--- src/rtl/fifo_pkg.sv ---
// Shared constants for the FIFO controller / pointer unit interface.
package fifo_pkg;

   // Widths of the controller <-> pointer unit vectors
   localparam int unsigned CTL_WIDTH = 5;
   localparam int unsigned ST_WIDTH  = 4;

   // control_signals bit positions
   localparam int unsigned CTL_W_TRIG = 0;
   localparam int unsigned CTL_R_TRIG = 1;
   localparam int unsigned CTL_CLR    = 2;
   localparam int unsigned CTL_READ   = 3;
   localparam int unsigned CTL_LOAD   = 4;

   // status_signals bit positions
   localparam int unsigned ST_EMPTY      = 0;
   localparam int unsigned ST_EMPTY_FWFT = 1;
   localparam int unsigned ST_EQ_FULL    = 2;
   localparam int unsigned ST_NEQ        = 3;

   // status_signals while pointers sit at zero (empty, both empty views set)
   localparam logic [ST_WIDTH-1:0] STATUS_RST = 4'b0111;

   // Decoded view of control_signals
   typedef struct packed {
      logic load_data;
      logic read_data;
      logic clr;
      logic r_trig;
      logic w_trig;
   } ctl_t;

   function automatic ctl_t decode_ctl(input logic [CTL_WIDTH-1:0] ctl);
      ctl_t c;
      c.load_data = ctl[CTL_LOAD];
      c.read_data = ctl[CTL_READ];
      c.clr       = ctl[CTL_CLR];
      c.r_trig    = ctl[CTL_R_TRIG];
      c.w_trig    = ctl[CTL_W_TRIG];
      return c;
   endfunction

endpackage

--- src/rtl/fifo_ptr_counter.sv ---
// Wrapping pointer counter with synchronous clear (clear wins over increment).
module fifo_ptr_counter #(
   parameter int unsigned Width = 5
) (
   input  logic             clk_i,
   input  logic             rst_ni,
   input  logic             inc_i,
   input  logic             clr_i,
   output logic [Width-1:0] cnt_o
);

   logic [Width-1:0] cnt_d, cnt_q;

   // Next count: clear, else increment modulo 2**Width
   always_comb begin
      cnt_d = cnt_q;
      if (clr_i) begin
         cnt_d = '0;
      end else if (inc_i) begin
         cnt_d = cnt_q + Width'(1);
      end
   end

   // Count register
   always_ff @(posedge clk_i or negedge rst_ni) begin
      if (!rst_ni) begin
         cnt_q <= '0;
      end else begin
         cnt_q <= cnt_d;
      end
   end

   assign cnt_o = cnt_q;

endmodule

--- src/rtl/fifo_pointer_unit.sv ---
// FIFO pointer unit: write/read pointers, RAM addressing, status flags,
// occupancy and sticky error flags.
module fifo_pointer_unit
   import fifo_pkg::*;
#(
   parameter int unsigned ADDR_WIDTH = 4,
   parameter int unsigned AF_MARGIN  = 2,
   parameter int unsigned AE_MARGIN  = 2
) (
   input  logic                  clk,
   input  logic                  rst,
   input  logic [CTL_WIDTH-1:0]  control_signals,
   output logic [ST_WIDTH-1:0]   status_signals,
   output logic [ADDR_WIDTH-1:0] wr_adr,
   output logic [ADDR_WIDTH-1:0] rd_adr,
   output logic                  mem_we,
   output logic                  mem_re,
   output logic [ADDR_WIDTH:0]   level,
   output logic                  almost_full,
   output logic                  almost_empty,
   output logic                  overflow_err,
   output logic                  underflow_err
);

   localparam int unsigned PtrW  = ADDR_WIDTH + 1;
   localparam int unsigned Depth = 1 << ADDR_WIDTH;
   localparam logic [PtrW-1:0] AfLevel = PtrW'(Depth - AF_MARGIN);
   localparam logic [PtrW-1:0] AeLevel = PtrW'(AE_MARGIN);

   ctl_t ctl;
   assign ctl = decode_ctl(control_signals);

   logic [PtrW-1:0] wr_ptr, rd_ptr;
   logic [PtrW-1:0] wr_ptr_d1_d, wr_ptr_d1_q;
   logic            ovf_d, ovf_q;
   logic            unf_d, unf_q;
   logic            neq, eq_full, eq_empty, eq_empty_fwft, full;

   fifo_ptr_counter #(
      .Width (PtrW)
   ) u_wr_ptr (
      .clk_i  (clk),
      .rst_ni (rst),
      .inc_i  (ctl.w_trig),
      .clr_i  (ctl.clr),
      .cnt_o  (wr_ptr)
   );

   fifo_ptr_counter #(
      .Width (PtrW)
   ) u_rd_ptr (
      .clk_i  (clk),
      .rst_ni (rst),
      .inc_i  (ctl.r_trig),
      .clr_i  (ctl.clr),
      .cnt_o  (rd_ptr)
   );

   // Pointer comparison flags from registered state
   always_comb begin
      neq           = wr_ptr[PtrW-1] != rd_ptr[PtrW-1];
      eq_full       = wr_ptr[ADDR_WIDTH-1:0] == rd_ptr[ADDR_WIDTH-1:0];
      eq_empty      = wr_ptr == rd_ptr;
      eq_empty_fwft = wr_ptr_d1_q == rd_ptr;
      full          = neq & eq_full;
   end

   // Next state for delayed write pointer and sticky errors; the block flags
   // misuse but never blocks a pointer from moving.
   always_comb begin
      wr_ptr_d1_d = wr_ptr;
      ovf_d       = ovf_q | (ctl.w_trig & full);
      unf_d       = unf_q | (ctl.r_trig & eq_empty);
      if (ctl.clr) begin
         wr_ptr_d1_d = '0;
         ovf_d       = 1'b0;
         unf_d       = 1'b0;
      end
   end

   // Delayed write pointer and error flag registers
   always_ff @(posedge clk or negedge rst) begin
      if (!rst) begin
         wr_ptr_d1_q <= '0;
         ovf_q       <= 1'b0;
         unf_q       <= 1'b0;
      end else begin
         wr_ptr_d1_q <= wr_ptr_d1_d;
         ovf_q       <= ovf_d;
         unf_q       <= unf_d;
      end
   end

   // Output assembly
   always_comb begin
      status_signals                = '0;
      status_signals[ST_NEQ]        = neq;
      status_signals[ST_EQ_FULL]    = eq_full;
      status_signals[ST_EMPTY_FWFT] = eq_empty_fwft;
      status_signals[ST_EMPTY]      = eq_empty;
      // Modulo difference: misuse past full shows up as a wrapped value
      level         = wr_ptr - rd_ptr;
      almost_full   = level >= AfLevel;
      almost_empty  = level <= AeLevel;
      wr_adr        = wr_ptr[ADDR_WIDTH-1:0];
      rd_adr        = rd_ptr[ADDR_WIDTH-1:0];
      mem_we        = ctl.load_data;
      mem_re        = ctl.read_data;
      overflow_err  = ovf_q;
      underflow_err = unf_q;
   end

endmodule

--- config.mk ---
export PLATFORM = sky130hd
export DESIGN_NAME = fifo_pointer_unit
export DESIGN_NICKNAME = d
export VERILOG_FILES = /design/src/rtl/fifo_pkg.sv /design/src/rtl/fifo_ptr_counter.sv /design/src/rtl/fifo_pointer_unit.sv
export SDC_FILE = /design/constraint.sdc
export NUM_CORES = 1
export LEC_CHECK = 0
export CAP_MARGIN = 40
export CORE_MARGIN = 2
export CORE_UTILIZATION = 38
export DETAILED_ROUTE_END_ITERATION = 7
export PLACE_DENSITY_LB_ADDON = 0.1
export SLEW_MARGIN = 20
export SYNTH_ARGS = -nofsm -noshare
export SYNTH_HDL_FRONTEND = slang
export SYNTH_SLANG_ARGS = --single-unit
--- constraint.sdc ---
create_clock -name clk -period 4 [get_ports clk]
set_clock_uncertainty 0.1 [all_clocks]
set_input_delay 0.8 -clock clk [delete_from_list [all_inputs] [get_ports clk]]
set_output_delay 0.8 -clock clk [all_outputs]
set_load 0.1 [all_outputs]
# --- Word level (Yosys, flattened, before mapping) ---
# Index checks and enable logic that the tools add are counted.
op_classes:
  add_sub_neg: 3
  reduce_logical: 2
  eq_ne: 4
  magnitude_cmp: 2
  bitwise_logic: 5
  muxes: 7
op_table:
  columns: ["cell", "n"]
  rows:
  - ["$mux W5", 5]
  - ["$add A5 B1 Y5 const B", 2]
  - ["$eq A5 B5 Y1", 2]
  - ["$ge A5 B4 Y1 const B", 1]
  - ["$le A5 B2 Y1 const B", 1]
  - ["$sub A5 B5 Y5", 1]
  - ["$eq A4 B4 Y1", 1]
  - ["$reduce_bool A2 Y1", 2]
  - ["$and A1 B1 Y1", 3]
  - ["$mux W1", 2]
  - ["$or A1 B1 Y1", 2]
  - ["$ne A1 B1 Y1", 1]
totals:
  output_inout_bits: 23
  ff_bits: 17
  wordCells: 28
  input_bits: 7

# --- Longest topological paths before layout ---
logic_depth:
  depth_word: 5
  ltp_mapped: 7
  mapped_depth_nobuf: 7

# --- Modules after synthesis ---
# A second synthesis with hierarchy kept.
unflattened:
  hier_cells: 103
  area_unflattened_um2: 1077.3
modules_own_cells:
  columns: ["module", "seq_area_each_um2", "n_inst", "area_each_um2", "cells_per_inst"]
  rows:
  - ["fifo_pointer_unit", 175.2, 1, 571.8, 59]
  - ["fifo_ptr_counter", 125.1, 2, 252.7, 22]

# --- Least setup slack after synthesis ---
# No wires, ideal clock.
synth_path:
  kind: "flip-flop to output port"
  from: "register u_wr_ptr.cnt_q[0], in the netlist u_wr_ptr.cnt_o[0]"
  to: "output almost_full"
  path_stages_with_launch: 8
  arrival_time_ns: 5.034
  n_path_buf: 0
  path_slack_ns: -1.934
  required_ns: 3.100
  cell_sequence: "dfrtp_1 -> inv_1 -> ha_1 -> inv_1 -> fa_1 -> xor2_1 -> nand2_1 -> o32ai_1"
synth_between:
  elab_chain_len: 2
synth_lines:
  columns: ["item", "line", "rtl"]
  rows:
  - ["start: declaration", "fifo_ptr_counter.sv:12", "logic [Width-1:0] cnt_d, cnt_q;"]
  - ["start signal: assignment", "fifo_ptr_counter.sv:29", "cnt_q <= cnt_d;"]
  - ["$sub A5 B5 Y5", "fifo_pointer_unit.sv:102", "level = wr_ptr - rd_ptr;"]
  - ["via level[2]", "fifo_pointer_unit.sv:18", "output logic [ADDR_WIDTH:0] level,"]
  - ["$ge A5 B4 Y1", "fifo_pointer_unit.sv:103", "almost_full = level >= AfLevel;"]
  - ["end: declaration", "fifo_pointer_unit.sv:19", "output logic almost_full,"]
# The timed path passes the listed nets, and every way through them passes these cells.

# --- Worst setup path in the final report ---
layout_path:
  from: "register u_rd_ptr.cnt_q[2], in the netlist u_rd_ptr.cnt_o[2]"
  to: "output almost_empty"
layout_between:
  elab_chain_len: 2
layout_lines:
  columns: ["item", "line", "rtl"]
  rows:
  - ["start: declaration", "fifo_ptr_counter.sv:12", null]
  - ["start signal: assignment", "fifo_ptr_counter.sv:29", null]
  - ["$sub A5 B5 Y5", "fifo_pointer_unit.sv:102", null]
  - ["$le A5 B2 Y1", "fifo_pointer_unit.sv:104", "almost_empty = level <= AeLevel;"]
  - ["end: declaration", "fifo_pointer_unit.sv:20", "output logic almost_empty,"]
# Every way passes these cells.

==> flow_metrics.tcl <==
set metrics [dict create \
    setup_slack_ns 0.751 \
    crit_type "register to output port" \
    die_h_um 56.7 \
    antenna_left 0 \
    synthesis.area_um2 1050 \
    cp.required_ns 3.10 \
    slew_violations 0 \
    clkSlewWorstSetupHoldPaths_ns 0.11 \
    synthArstFlopShare_pct 100 \
    maxClockFrequency_mhz 308 \
    reg2reg_slack_ns 2.34 \
    worstMarginPinSlew_ns 0.614 \
    synth_seq_area_share_pct 40.3 \
    maxCapViolations 0 \
    synth_common_cells "dfrtp_1 (17), nor2_1 (15), buf_4 (14)" \
    status "completed" \
    comb_power_share_pct 58.3 \
    grt_pass1_wl_mm 3.84 \
    p_switching_mw 0.362 \
    synth_top_cell_by_area "dfrtp_1" \
    clockBufferDepth 2 \
    root_buffer "clkbuf_4" \
    power.density_nw_per_um2 471 \
    overflow 0 \
    dp_hpwl_mm 1.66 \
    drt-total-wl_mm 2.15 \
    power_leakage_nw 0.671 \
    firstDrtPassIters 4 \
    cts_hold_buf 0 \
    nets 146 \
    vias 774 \
    ys.warnings.count 0 \
    die-width_um 56.7 \
    crit_arrival_ns 2.35 \
    p_int_mw 0.313 \
    coreArea_um2 2690 \
    synth_cell_types 27 \
    synth_cells 108 \
    drive_above_1_share_pct 24.4 \
    setup_tns_ns 0 \
    clk_latency_ns 0.29 \
    cp-end-kind "output port" \
    setup_violations 0 \
    postCtsSetupRepairBufs 0 \
    cts_tree "yes" \
    grt_setup_unrepaired "no" \
    syn_avg_cell_area_um2 9.77 \
    start_kind "register" \
    antenna_found_initial 0 \
    synth_nets 122 \
    track_usage_pct 15.3 \
    ios 30 \
    initial_core_util_pct 39.3 \
    cts-htree-levels 1 \
    synth.top_cell.area_share_pct 40.3 \
    first_iter_violations 11 \
    grt_pass1_vias 806 \
    crit_fanout 5 \
    dieArea_um2 3210 \
    drc_errors 0 \
    relSlewSlack_pct 59.0 \
    fp-row-count 19 \
    min_path_type "register to register" \
    synth_seq_cells 17 \
    finalCriticalPeriod_ns 3.25 \
    synthToLayoutAreaGrowth_pct 35.7 \
    cts.sink_count 17 \
    finalHoldViolations 0 \
    p_seq_share_pct 27.9 \
    grt_max_degree 18 \
    wl_per_cell_um 13.2 \
    fin_util_pct 53.3 \
    io_buffers 25 \
    num-fill-cells 256 \
    max-vdd-ir-drop_mv 0.450 \
    p_clk_share_pct 13.8 \
    antenna_cells 0 \
    swShare_pct 53.6 \
    yosys-top-cells-area "dfrtp_1 (40%), buf_4 (10%), ha_1 (7.1%)" \
    ctsResizeCount 0 \
    cts_buffers 3 \
    min_period_over_period_pct 81.2 \
    ys.flop_type "dfrtp_1" \
    total_power_mw 0.675 \
    yosys.cell_count.top_type "dfrtp_1" \
    place_ws_ns 1.07 \
    synth_edf_count 0 \
    via_per_inst 4.78 \
    place_congestion 0.732 \
]
-- state kept, by name (all words and copies together), names as in the netlist --
name,cells
u_rd_ptr.cnt_o,5
u_wr_ptr.cnt_o,5
wr_ptr_d1_q,5
overflow_err,1
underflow_err,1
-- routing by layer --
metal | global-route usage (%) | vias to the layer above | wire length (um)
met5 | 0 | - | 0
met1 | 20.1 | 364 | 1000
met4 | 3.40 | 0 | 10
met2 | 25.9 | 17 | 1050
met3 | 3.00 | 2 | 84
li1 | - | 391 | -
-- worst max-delay path: stages (launching register included) --
cell and delay [ns]:
dfrtp_1 0.44, inv_1 0.10, ha_1 0.40, a21oi_1 0.11, a21boi_0 0.46, o221a_1 0.27, buf_4 0.28
-- cells in the final DEF (no fill, tap or decap) --
cell,instances
dfrtp_1,17
nor2_1,15
clkdlybuf4s50_1,14
buf_4,11
buf_8,10
xnor2_1,8
inv_1,6
xor2_1,6
ha_1,6
nor2b_1,4
nand4_1,4
a21oi_1,3
nand2_1,3
clkbuf_4,3
nand3_1,2
a31oi_1,2
mux2i_1,2
nand3b_1,1
a21boi_0,1
and3b_1,1
xor2_2,1
inv_2,1
a21oi_2,1
and3_4,1
and4_1,1
nor3_1,1
o32ai_4,1
o221a_1,1
and2_2,1
fa_1,1
clkinv_2,1
buf_16,1
-- kinds of logic after synthesis --
family | after synthesis | share of synthesized area [%]
buffers and inverters | 24 | 13.5
DFF | 17 | 40.3
and+or+nand+nor | 34 | 16.7
AOI/OAI and AO/OA | 9 | 6.05
muxes | 2 | 1.90
adders and majority gates | 7 | 9.02
xor gates and xnor gates | 15 | 12.5
-- cell type report --
cell class / count / area (um2) / area share, %
Timing Repair Buffer: 36 / 400 / 28.0
Clock inverter: 1 / 5.00 / 0.350
Clock buffer: 3 / 22.5 / 1.57
Sequential cell: 17 / 425 / 29.7
Tap cell: 31 / 38.8 / 2.71
Inverter: 7 / 26.3 / 1.84
Multi-Input combinational cell: 67 / 513 / 35.8
-- power groups by stage --
| stage | Sequential, mW | Combinational (mW) | Clock, mW |
|---|---|---|---|
| 2_1_floorplan | 0.199 | 0.322 | 0 |
| 5_1_grt | 0.190 | 0.410 | 0.107 |
| 4_1_cts | 0.189 | 0.395 | 0.0976 |
| 6_report | 0.188 | 0.393 | 0.0931 |
| 3_3_place_gp | 0.192 | 0.372 | 0 |
| 3_5_place_dp | 0.192 | 0.394 | 0 |
-- stage by stage --
step,cell area [um2],hold WS [ns],instances
5_1_grt,1430,0.463,162
4_1_cts,1420,0.431,161
2_1_floorplan,1080,0.404,108
3_5_place_dp,1390,0.389,157
6_report,1430,0.429,162
3_3_place_gp,1230,0.392,147
-- path summary, 6_finish.rpt --
| check | cells past startpoint | start | endpoint |
|---|---|---|---|
| worst max-delay path | 6 | u_rd_ptr.cnt_o[2]$_DFFE_PN0P_ | almost_empty |
| worst min-delay path | 2 | overflow_err$_DFF_PN0_ | overflow_err$_DFF_PN0_ |
| worst max register to register | 5 | u_rd_ptr.cnt_o[2]$_DFFE_PN0P_ | underflow_err$_DFF_PN0_ |
| worst min register to register | 2 | overflow_err$_DFF_PN0_ | overflow_err$_DFF_PN0_ |
| max in group asynchronous | 2 | rst | u_wr_ptr.cnt_o[3]$_DFFE_PN0P_ |
| min in group asynchronous | 1 | rst | u_rd_ptr.cnt_o[3]$_DFFE_PN0P_ |
Note: power is estimated with default switching activity, not from simulation.
